## config.mk

```make
export PLATFORM = sky130hd
export DESIGN_NAME = traffic_sched
export DESIGN_NICKNAME = d
export VERILOG_FILES = /design/src/rtl/traffic_sched_pkg.sv /design/src/rtl/traffic_chan_ctr.sv /design/src/rtl/traffic_sched.sv
export SDC_FILE = /design/constraint.sdc
export NUM_CORES = 1
export LEC_CHECK = 0
export BUFFER_PORTS_ARGS = -buffer_cell sky130_fd_sc_hd__buf_2
export CORE_UTILIZATION = 55
export DETAILED_ROUTE_END_ITERATION = 7
export PLACE_DENSITY = 0.78
export SLEW_MARGIN = 20
export SYNTH_ARGS = -nofsm -noshare
export SYNTH_HDL_FRONTEND = slang
export SYNTH_HIERARCHICAL = 1
export SYNTH_SLANG_ARGS = --single-unit
```

## constraint.sdc

```tcl
create_clock -name clk -period 7.1 [get_ports clk]
set_input_delay 1.065 -clock clk [delete_from_list [all_inputs] [get_ports clk]]
set_output_delay 1.065 -clock clk [all_outputs]
set_load 0.05 [all_outputs]
```

## src/rtl/traffic_sched_pkg.sv

```systemverilog
// Shared definitions for the two-channel packet scheduler: state encoding,
// counter width, default burst length and a saturating increment helper.
package traffic_sched_pkg;

  localparam int unsigned TS_CNT_W             = 64;
  localparam int unsigned TS_BURST_LEN_DEFAULT = 4;

  typedef enum logic [0:0] {
    ST_IDLE = 1'b0,
    ST_REQ  = 1'b1
  } sched_state_e;

  function automatic logic [TS_CNT_W-1:0] sat_inc(input logic [TS_CNT_W-1:0] v);
    if (v == {TS_CNT_W{1'b1}}) begin
      sat_inc = v;
    end else begin
      sat_inc = v + 64'd1;
    end
  endfunction

endpackage

```

## src/rtl/traffic_chan_ctr.sv

```systemverilog
// Per-channel bookkeeping: loads the packet count on an accepted start,
// retires one packet per ack and reports busy/done/sent.
module traffic_chan_ctr
  import traffic_sched_pkg::*;
(
  input  logic                clk,
  input  logic                reset,
  input  logic                start,
  input  logic [TS_CNT_W-1:0] count,
  input  logic                dec,
  output logic                busy,
  output logic                done,
  output logic                last,
  output logic [TS_CNT_W-1:0] sent
);

  logic [TS_CNT_W-1:0] remaining_r;

  // Load on idle start, retire one packet per ack, pulse done on completion.
  always_ff @(posedge clk) begin
    if (reset) begin
      remaining_r <= {TS_CNT_W{1'b0}};
      busy        <= 1'b0;
      done        <= 1'b0;
      sent        <= {TS_CNT_W{1'b0}};
    end else begin
      done <= 1'b0;
      if (start && !busy) begin
        sent <= {TS_CNT_W{1'b0}};
        if (count != 64'd0) begin
          remaining_r <= count;
          busy        <= 1'b1;
        end else begin
          done <= 1'b1;
        end
      end else if (dec && busy) begin
        sent <= sat_inc(sent);
        if (remaining_r != 64'd0) begin
          remaining_r <= remaining_r - 64'd1;
        end
        if (remaining_r <= 64'd1) begin
          busy <= 1'b0;
          done <= 1'b1;
        end
      end
    end
  end

  // The scheduler needs to know in the ack cycle whether this ack empties the channel.
  assign last = (remaining_r == 64'd1);

endmodule

```

## src/rtl/traffic_sched.sv

```systemverilog
// Two-channel arbiter in front of a shared packet generator: round-robin
// with bounded bursts, channel 0 first when both start together.
module traffic_sched
  import traffic_sched_pkg::*;
#(
  parameter int unsigned BURST_LEN = TS_BURST_LEN_DEFAULT
) (
  input  logic                clk,
  input  logic                reset,
  input  logic [TS_CNT_W-1:0] ch0_count,
  input  logic [TS_CNT_W-1:0] ch1_count,
  input  logic                ch0_start,
  input  logic                ch1_start,
  output logic                pkt_req,
  output logic                pkt_chan,
  input  logic                pkt_ack,
  output logic                ch0_busy,
  output logic                ch1_busy,
  output logic                ch0_done,
  output logic                ch1_done,
  output logic [TS_CNT_W-1:0] ch0_sent,
  output logic [TS_CNT_W-1:0] ch1_sent
);

  localparam int unsigned    BW        = $clog2(BURST_LEN + 1) + 1;
  localparam logic [BW-1:0]  BURST_MAX = BURST_LEN[BW-1:0];

  sched_state_e  state_r, state_s;
  logic          chan_r, chan_s;
  logic [BW-1:0] burst_r, burst_s, burst_inc_s;
  logic          ack_s, dec0_s, dec1_s, last0_s, last1_s;
  logic          cur_last_s, oth_busy_s;

  assign ack_s  = (state_r == ST_REQ) && pkt_ack;
  assign dec0_s = ack_s && (chan_r == 1'b0);
  assign dec1_s = ack_s && (chan_r == 1'b1);

  traffic_chan_ctr u_ch0 (
    .clk   (clk),
    .reset (reset),
    .start (ch0_start),
    .count (ch0_count),
    .dec   (dec0_s),
    .busy  (ch0_busy),
    .done  (ch0_done),
    .last  (last0_s),
    .sent  (ch0_sent)
  );

  traffic_chan_ctr u_ch1 (
    .clk   (clk),
    .reset (reset),
    .start (ch1_start),
    .count (ch1_count),
    .dec   (dec1_s),
    .busy  (ch1_busy),
    .done  (ch1_done),
    .last  (last1_s),
    .sent  (ch1_sent)
  );

  // Next owner is decided only at an ack, from busy flags registered before it.
  always_comb begin
    state_s     = state_r;
    chan_s      = chan_r;
    burst_s     = burst_r;
    cur_last_s  = chan_r ? last1_s : last0_s;
    oth_busy_s  = chan_r ? ch0_busy : ch1_busy;
    if (burst_r >= BURST_MAX) begin
      burst_inc_s = burst_r;
    end else begin
      burst_inc_s = burst_r + {{(BW-1){1'b0}}, 1'b1};
    end
    case (state_r)
      ST_IDLE: begin
        if (ch0_busy || ch1_busy) begin
          state_s = ST_REQ;
          chan_s  = ch0_busy ? 1'b0 : 1'b1;
          burst_s = {BW{1'b0}};
        end else begin
          state_s = ST_IDLE;
        end
      end
      ST_REQ: begin
        if (pkt_ack) begin
          if (cur_last_s && !oth_busy_s) begin
            state_s = ST_IDLE;
            burst_s = {BW{1'b0}};
          end else if (cur_last_s || ((burst_inc_s >= BURST_MAX) && oth_busy_s)) begin
            chan_s  = ~chan_r;
            burst_s = {BW{1'b0}};
          end else begin
            burst_s = burst_inc_s;
          end
        end else begin
          state_s = ST_REQ;
        end
      end
      default: begin
        state_s = ST_IDLE;
        chan_s  = 1'b0;
        burst_s = {BW{1'b0}};
      end
    endcase
  end

  // Scheduler state register; reset wins over any ack in the same cycle.
  always_ff @(posedge clk) begin
    if (reset) begin
      state_r <= ST_IDLE;
      chan_r  <= 1'b0;
      burst_r <= {BW{1'b0}};
    end else begin
      state_r <= state_s;
      chan_r  <= chan_s;
      burst_r <= burst_s;
    end
  end

  assign pkt_req  = (state_r == ST_REQ);
  assign pkt_chan = chan_r;

endmodule

```

# Word level (Yosys, flattened, before mapping)
# Cells that the tools add are included.
[word_totals] ff_bits=266 input_bits=133 wordCells=110
[classes] add_sub_neg=5 n_lt_le_gt_ge=4 eq_ne=10 muxes=42 bitwise_logic=4 reduce_logical=34
[ops] operator="64-bit two-way mux" count=8
[ops] operator="64-bit nonzero test" count=4
[ops] operator="64-bit by 1-bit adder with 64-bit output (second input constant)" count=2
[ops] operator="64-bit by 1-bit equality test with 1-bit output (second input constant)" count=2
[ops] operator="64-bit equality test (second input constant)" count=2
[ops] operator="64-bit by 1-bit <= comparator with 1-bit output (second input constant)" count=2
[ops] operator="64-bit by 1-bit subtractor with 64-bit output (second input constant)" count=2
[ops] operator="1-bit two-way mux" count=26
[ops] operator="4-bit two-way mux" count=5
[ops] operator="3-bit AND reduction" count=4
[ops] operator="2-bit nonzero test" count=6
[ops] operator="2-bit != test (second input constant)" count=5
[ops] operator="1-bit logical AND" count=9
[ops] operator="4-bit by 3-bit >= comparator with 1-bit output (second input constant)" count=2
[ops] operator="4-bit case mux with 2 select lines" count=1
[ops] operator="2-bit AND reduction" count=3
[ops] operator="4-bit by 1-bit adder with 4-bit output (second input constant)" count=1
[ops] operator="1-bit NOT" count=4
[ops] operator="1-bit case mux with 2 select lines" count=2
[ops] operator="4-bit AND reduction" count=1
[ops] operator="2-bit OR reduction" count=2
[ops] operator="1-bit zero test" count=3
[ops] operator="1-bit logical OR" count=2
[ops] operator="2-bit by 1-bit != test with 1-bit output (second input constant)" count=1

# Logic depth before layout (Yosys ltp)
[logic_depth] ltp_word=9 mapped_depth=12

# Hierarchy
# Netlist, hierarchy kept.
[by_module_without_submodules] mod="traffic_chan_ctr at u_ch1" instances=1 cells_each=1018 area_per_inst_um2=7608.5
[by_module_without_submodules] mod="traffic_chan_ctr at u_ch0" instances=1 cells_each=991 area_per_inst_um2=7527.2
[by_module_without_submodules] mod="traffic_sched" instances=1 cells_each=41 area_per_inst_um2=366.6

# Least setup slack after synthesis
# OpenSTA, ideal clock, no wires.
[synth_path] path_kind="in2reg" startpoint="in pkt_ack" endpoint="reg u_ch0.sent[63]" arrival_time_ns=2.955 slack_ns=4.021 cell_stages=10 path_buffers=1 cell_sequence="nand2_1 -> nor2_1 -> and2_1 -> and4_1 -> clkbuf_1 -> and3_1 -> o31ai_1 -> or4_1 -> xnor2_1 -> nor2b_1"
[synth_between] elab_chain_len=4
[synth_rtl] item="start: declaration" line_no="traffic_sched.sv:16" source="input logic pkt_ack,"
[synth_rtl] item="1-bit logical AND" line_no="traffic_sched.sv:34" source="assign ack_s = (state_r == ST_REQ) && pkt_ack;"
[synth_rtl] item="1-bit logical AND" line_no="traffic_sched.sv:35" source="assign dec0_s = ack_s && (chan_r == 1'b0);"
[synth_rtl] item="net dec0_s" line_no="traffic_sched.sv:31" source="logic ack_s, dec0_s, dec1_s, last0_s, last1_s;"
[synth_rtl] item="1-bit logical AND" line_no="traffic_chan_ctr.sv:36" source="end else if (dec && busy) begin"
[synth_rtl] item="2-bit AND reduction (no line)"
[synth_rtl] item="end signal: assignment" line_no="traffic_chan_ctr.sv:25" source="sent <= {TS_CNT_W{1'b0}};"
[synth_rtl] item="end signal: assignment" line_no="traffic_chan_ctr.sv:29" source="sent <= {TS_CNT_W{1'b0}};"
[synth_rtl] item="end signal: assignment" line_no="traffic_chan_ctr.sv:37" source="sent <= sat_inc(sent);"
[synth_rtl] item="end: declaration" line_no="traffic_chan_ctr.sv:14" source="output logic [TS_CNT_W-1:0] sent"
# The timed path passes the listed nets, and every way through them passes these cells.
# A chain may end at the register's enable or synchronous reset.

# Worst setup path after layout
[layout_path] startpoint="reg u_ch1.busy" endpoint="reg u_ch1.remaining_r[30]"
[layout_between] elab_chain_len=4 elab_cells_between_ends=8
[layout_rtl] item="start: declaration" line_no="traffic_chan_ctr.sv:11" source="output logic busy,"
[layout_rtl] item="start signal: assignment" line_no="traffic_chan_ctr.sv:23" source="busy <= 1'b0;"
[layout_rtl] item="start signal: assignment" line_no="traffic_chan_ctr.sv:32" source="busy <= 1'b1;"
[layout_rtl] item="start signal: assignment" line_no="traffic_chan_ctr.sv:42" source="busy <= 1'b0;"
[layout_rtl] item="1-bit zero test" line_no="traffic_chan_ctr.sv:28" source="if (start && !busy) begin"
[layout_rtl] item="1-bit logical AND" line_no="traffic_chan_ctr.sv:28"
[layout_rtl] item="2-bit != test (no line) or 2-bit nonzero test (tied branches)"
[layout_rtl] item="3-bit AND reduction (no line)"
[layout_rtl] item="end signal: assignment" line_no="traffic_chan_ctr.sv:22" source="remaining_r <= {TS_CNT_W{1'b0}};"
[layout_rtl] item="end signal: assignment" line_no="traffic_chan_ctr.sv:31" source="remaining_r <= count;"
[layout_rtl] item="end signal: assignment" line_no="traffic_chan_ctr.sv:39" source="remaining_r <= remaining_r - 64'd1;"
[layout_rtl] item="end: declaration" line_no="traffic_chan_ctr.sv:17" source="logic [TS_CNT_W-1:0] remaining_r;"
# Several ways; a longest one is shown, not always the timed one.

==> summary.md <==
| Metric | Value |
|---|---|
| Final period utilization | `0.527` |
| Worst slack at placement | `3.11 ns` |
| Worst path depth | `8` |
| Tightest Hold Check Type | `reg2reg` |
| Initial Util | `0.558` |
| Bufs on Longest Clock Path | `3` |
| Static leakage | `6.57 nW` |
| Crit. End Element | `flip-flop` |
| Req. time, crit path | `7.55 ns` |
| Congestion Overflow GR | `0` |
| Endpoints failing hold | `0` |
| Die Width | `170 um` |
| Row count | `61` |
| Routed len/inst | `17.7 um` |
| Dominant synthesized flop cell | `dfxtp_1` |
| Setup Fix Bufs, Post-CTS | `0` |
| Top delay family on crit path | `simple AND/OR/NAND/NOR gates` |
| Htree depth | `1` |
| Relative slew slack | `0.252` |
| Worst VDD drop | `0.184 mV` |
| Worst-Skew Late Latency | `0.56 ns` |
| R2R Path End | `u_ch1/remaining_r[30]$_SDFFE_PP0P_` |
| DRT iter0 DRCs | `1,958` |
| Mapped Cells | `2,050` |
| Slowest-stage cell, CP | `dfxtp_1` |
| Worst Max-Slew Pin Slew | `1.12 ns` |
| Total Neg Setup Slack | `0 ns` |
| Final net count | `2,371` |
| CP cell instances | `nand2b_2, nor2_1, and3_1, a31oi_1, or2_2, buf_4, o21ai_0, a32o_1` |
| Unrepaired setup endpoints after global routing | `no` |
| DRT Pass-1 Iters | `6` |
| Largest net degree at the start of global routing | `121` |
| Global-route wire length before repair | `74,500 um` |
| Num CTS Buffers | `30` |
| Die height | `170 um` |
| Root Buffer | `clkbuf_16` |
| Highest achievable clock rate | `267 MHz` |
| Syn Std Cell Area | `15,500 um^2` |
| Worst reg2reg path startpoint | `u_ch1/busy$_SDFFE_PP0P_` |
| Critical path's largest stage delay | `0.69 ns` |
| Via count | `16,800` |
| Crit Path Class | `reg2reg` |
| R2R depth | `8` |
| Status | `completed` |
| Crit Path Max Fanout | `40` |
| Routed WL | `46,600 um` |
| Port bufs | `266` |
| Finish-stage setup viols | `0` |
| Final Slew Violations | `0` |
| TritonCTS clock tree | `built` |
| Cts hold-fix bufs | `0` |
| Syn avg cell area | `7.56 um^2` |
| Max cap viols | `0` |
| Initial antenna violation count | `0` |
| Netlist cell types | `83` |
| Die area | `28,900 um^2` |
| Clock sinks | `266` |
| Critical path endpoint | `u_ch1/remaining_r[30]$_SDFFE_PP0P_` |
| I/O Pins | `267` |
| Power, Total | `4.13 mW` |
| Arrival time worst endpoint | `4.19 ns` |
| Share of cells above drive strength 1 | `0.176` |
| Fin worst setup slack | `3.36 ns` |
| Async SR Flop Fraction | `0` |
| Drt via density | `6.39` |
| GRT Util Overall | `0.309` |
| Syn. warnings | `6` |
| Clock Skew | `0.0156 ns` |
| R2R setup slack | `3.36 ns` |
| WP buf/inv | `1` |
| EDFF count, synth | `0` |
| Yosys reg bits | `266` |
| Post-Syn Nets | `2,192` |
| Core area | `27,800 um^2` |
| Synth-to-Final Area Change | `15.8%` |
| DRC | `0` |
| RD Place Congestion | `0.932` |
| Crit path from | `u_ch1/busy$_SDFFE_PP0P_` |
| Post-CTS sizing | `0` |
| DRT antenna net count | `0` |
| Register area share after synthesis | `0.344` |
| Reg clk slew, reported paths | `0.06 ns` |
| Tmin final | `3.74 ns` |
| Power Dens Cells | `230 nW/um^2` |
| Final design utilization | `0.646` |
| HPWL after DPL | `31,800 um` |
| Setup crit start kind | `flip-flop` |
| Hold slack | `0.481 ns` |
| ANT cells | `0` |
| Vias in the first global route | `14,800` |
==> sequential cells by signal, summed over array words and instances (netlist names) <==
signal	flops
u_ch1/busy	1
burst_r	4
pkt_chan	1
u_ch0/busy	1
u_ch0/done	1
u_ch1/remaining_r	64
u_ch0/remaining_r	64
pkt_req	1
u_ch1/sent	64
u_ch1/done	1
u_ch0/sent	64
==> power breakdown <==
part | internal, mW | leakage [nW] | switching, mW
Combinational | 0.269 | 3.88 | 0.526
Clock | 1.04 | 0.531 | 0.665
Sequential | 1.55 | 2.16 | 0.0764
==> worst min-delay path, stage by stage, from the launching register on <==
cell and delay [ns]:
dfxtp_1 0.32, nand2_1 0.06, o32ai_1 0.05
==> cells in the mapped netlist, types with 18 or more instances <==
master,instances,share of area
nor2_1,239,0.058
and4_1,21,0.012
o21ai_0,133,0.043
clkbuf_1,101,0.024
a211oi_1,18,0.0087
nand2_1,233,0.056
inv_1,22,0.0053
nand4_1,75,0.030
a21oi_1,183,0.059
dfxtp_1,266,0.34
nand3_1,82,0.026
nor4_1,76,0.031
or4_1,27,0.013
o31ai_1,25,0.012
xnor2_1,49,0.028
o32ai_1,19,0.011
or3_1,48,0.019
nor3_1,84,0.027
xor2_1,52,0.029
and3_1,32,0.013
==> layout make-up <==
| class | count | area (um^2) |
|---|---|---|
| Tap cell | 378 | 473 |
| Sequential cell | 266 | 5330 |
| Fill cell | 2548 | 9830 |
| Clock inverter | 20 | 264 |
| Multi-Input combinational cell | 1630 | 9560 |
| Inverter | 24 | 90.1 |
| Timing Repair Buffer | 277 | 1420 |
| Clock buffer | 36 | 825 |
==> how the worst min path moves through the flow <==
| stage | cells past startpoint | slack [ns] | start | end |
|---|---|---|---|---|
| final | 2 | 0.48 | u_ch1/remaining_r[62]$_SDFFE_PP0P_ | u_ch1/remaining_r[62]$_SDFFE_PP0P_ |
| after detailed placement | 2 | 0.47 | u_ch1/remaining_r[7]$_SDFFE_PP0P_ | u_ch1/remaining_r[7]$_SDFFE_PP0P_ |
| after CTS | 2 | 0.48 | u_ch1/remaining_r[62]$_SDFFE_PP0P_ | u_ch1/remaining_r[62]$_SDFFE_PP0P_ |
| after global placement | 2 | 0.46 | u_ch0/remaining_r[17]$_SDFFE_PP0P_ | u_ch0/remaining_r[17]$_SDFFE_PP0P_ |
| after floorplan | 2 | 0.45 | u_ch1/remaining_r[46]$_SDFFE_PP0P_ | u_ch1/remaining_r[46]$_SDFFE_PP0P_ |
| after global routing | 2 | 0.50 | u_ch1/remaining_r[46]$_SDFFE_PP0P_ | u_ch1/remaining_r[46]$_SDFFE_PP0P_ |
==> layout by cell type, fill, tap and decap left out, types with 31 or more instances in the layout <==
cell type	n
a21oi_1	183
and3_1	32
buf_2	265
clkbuf_16	31
dfxtp_1	266
nand2_1	231
nand3_1	82
nand4_1	75
nor2_1	239
nor3_1	83
nor4_1	76
o21ai_0	133
or3_1	48
xnor2_1	49
xor2_1	52
==> through the flow <==
| step | instance area [um^2] | instances |
|---|---|---|
| after floorplan | 15500 | 2050 |
| after global placement | 16800 | 2575 |
| final | 18000 | 2631 |
| after global routing | 18000 | 2631 |
| after CTS | 17900 | 2631 |
| after detailed placement | 16800 | 2575 |
==> cells by family after synthesis <==
logic type,Yosys count,share of synthesized area
adders and majority gates,9,0.00726
muxes,5,0.00395
and+or+nand+nor,1001,0.335
AOI/OAI and AO/OA,514,0.210
xor gates and xnor gates,101,0.0571
buffers and inverters,154,0.0433
DFF,266,0.344
==> per-layer routing <==
layer  part of all wire  GRT usage  vias to the layer above
li1                   -          -                     7956
met1               0.43      0.424                     7952
met2               0.45      0.495                      783
met3              0.083     0.0447                      112
met4              0.031      0.106                        0
met5                  0          0                        -
Note: power is estimated with default switching activity, not from simulation.
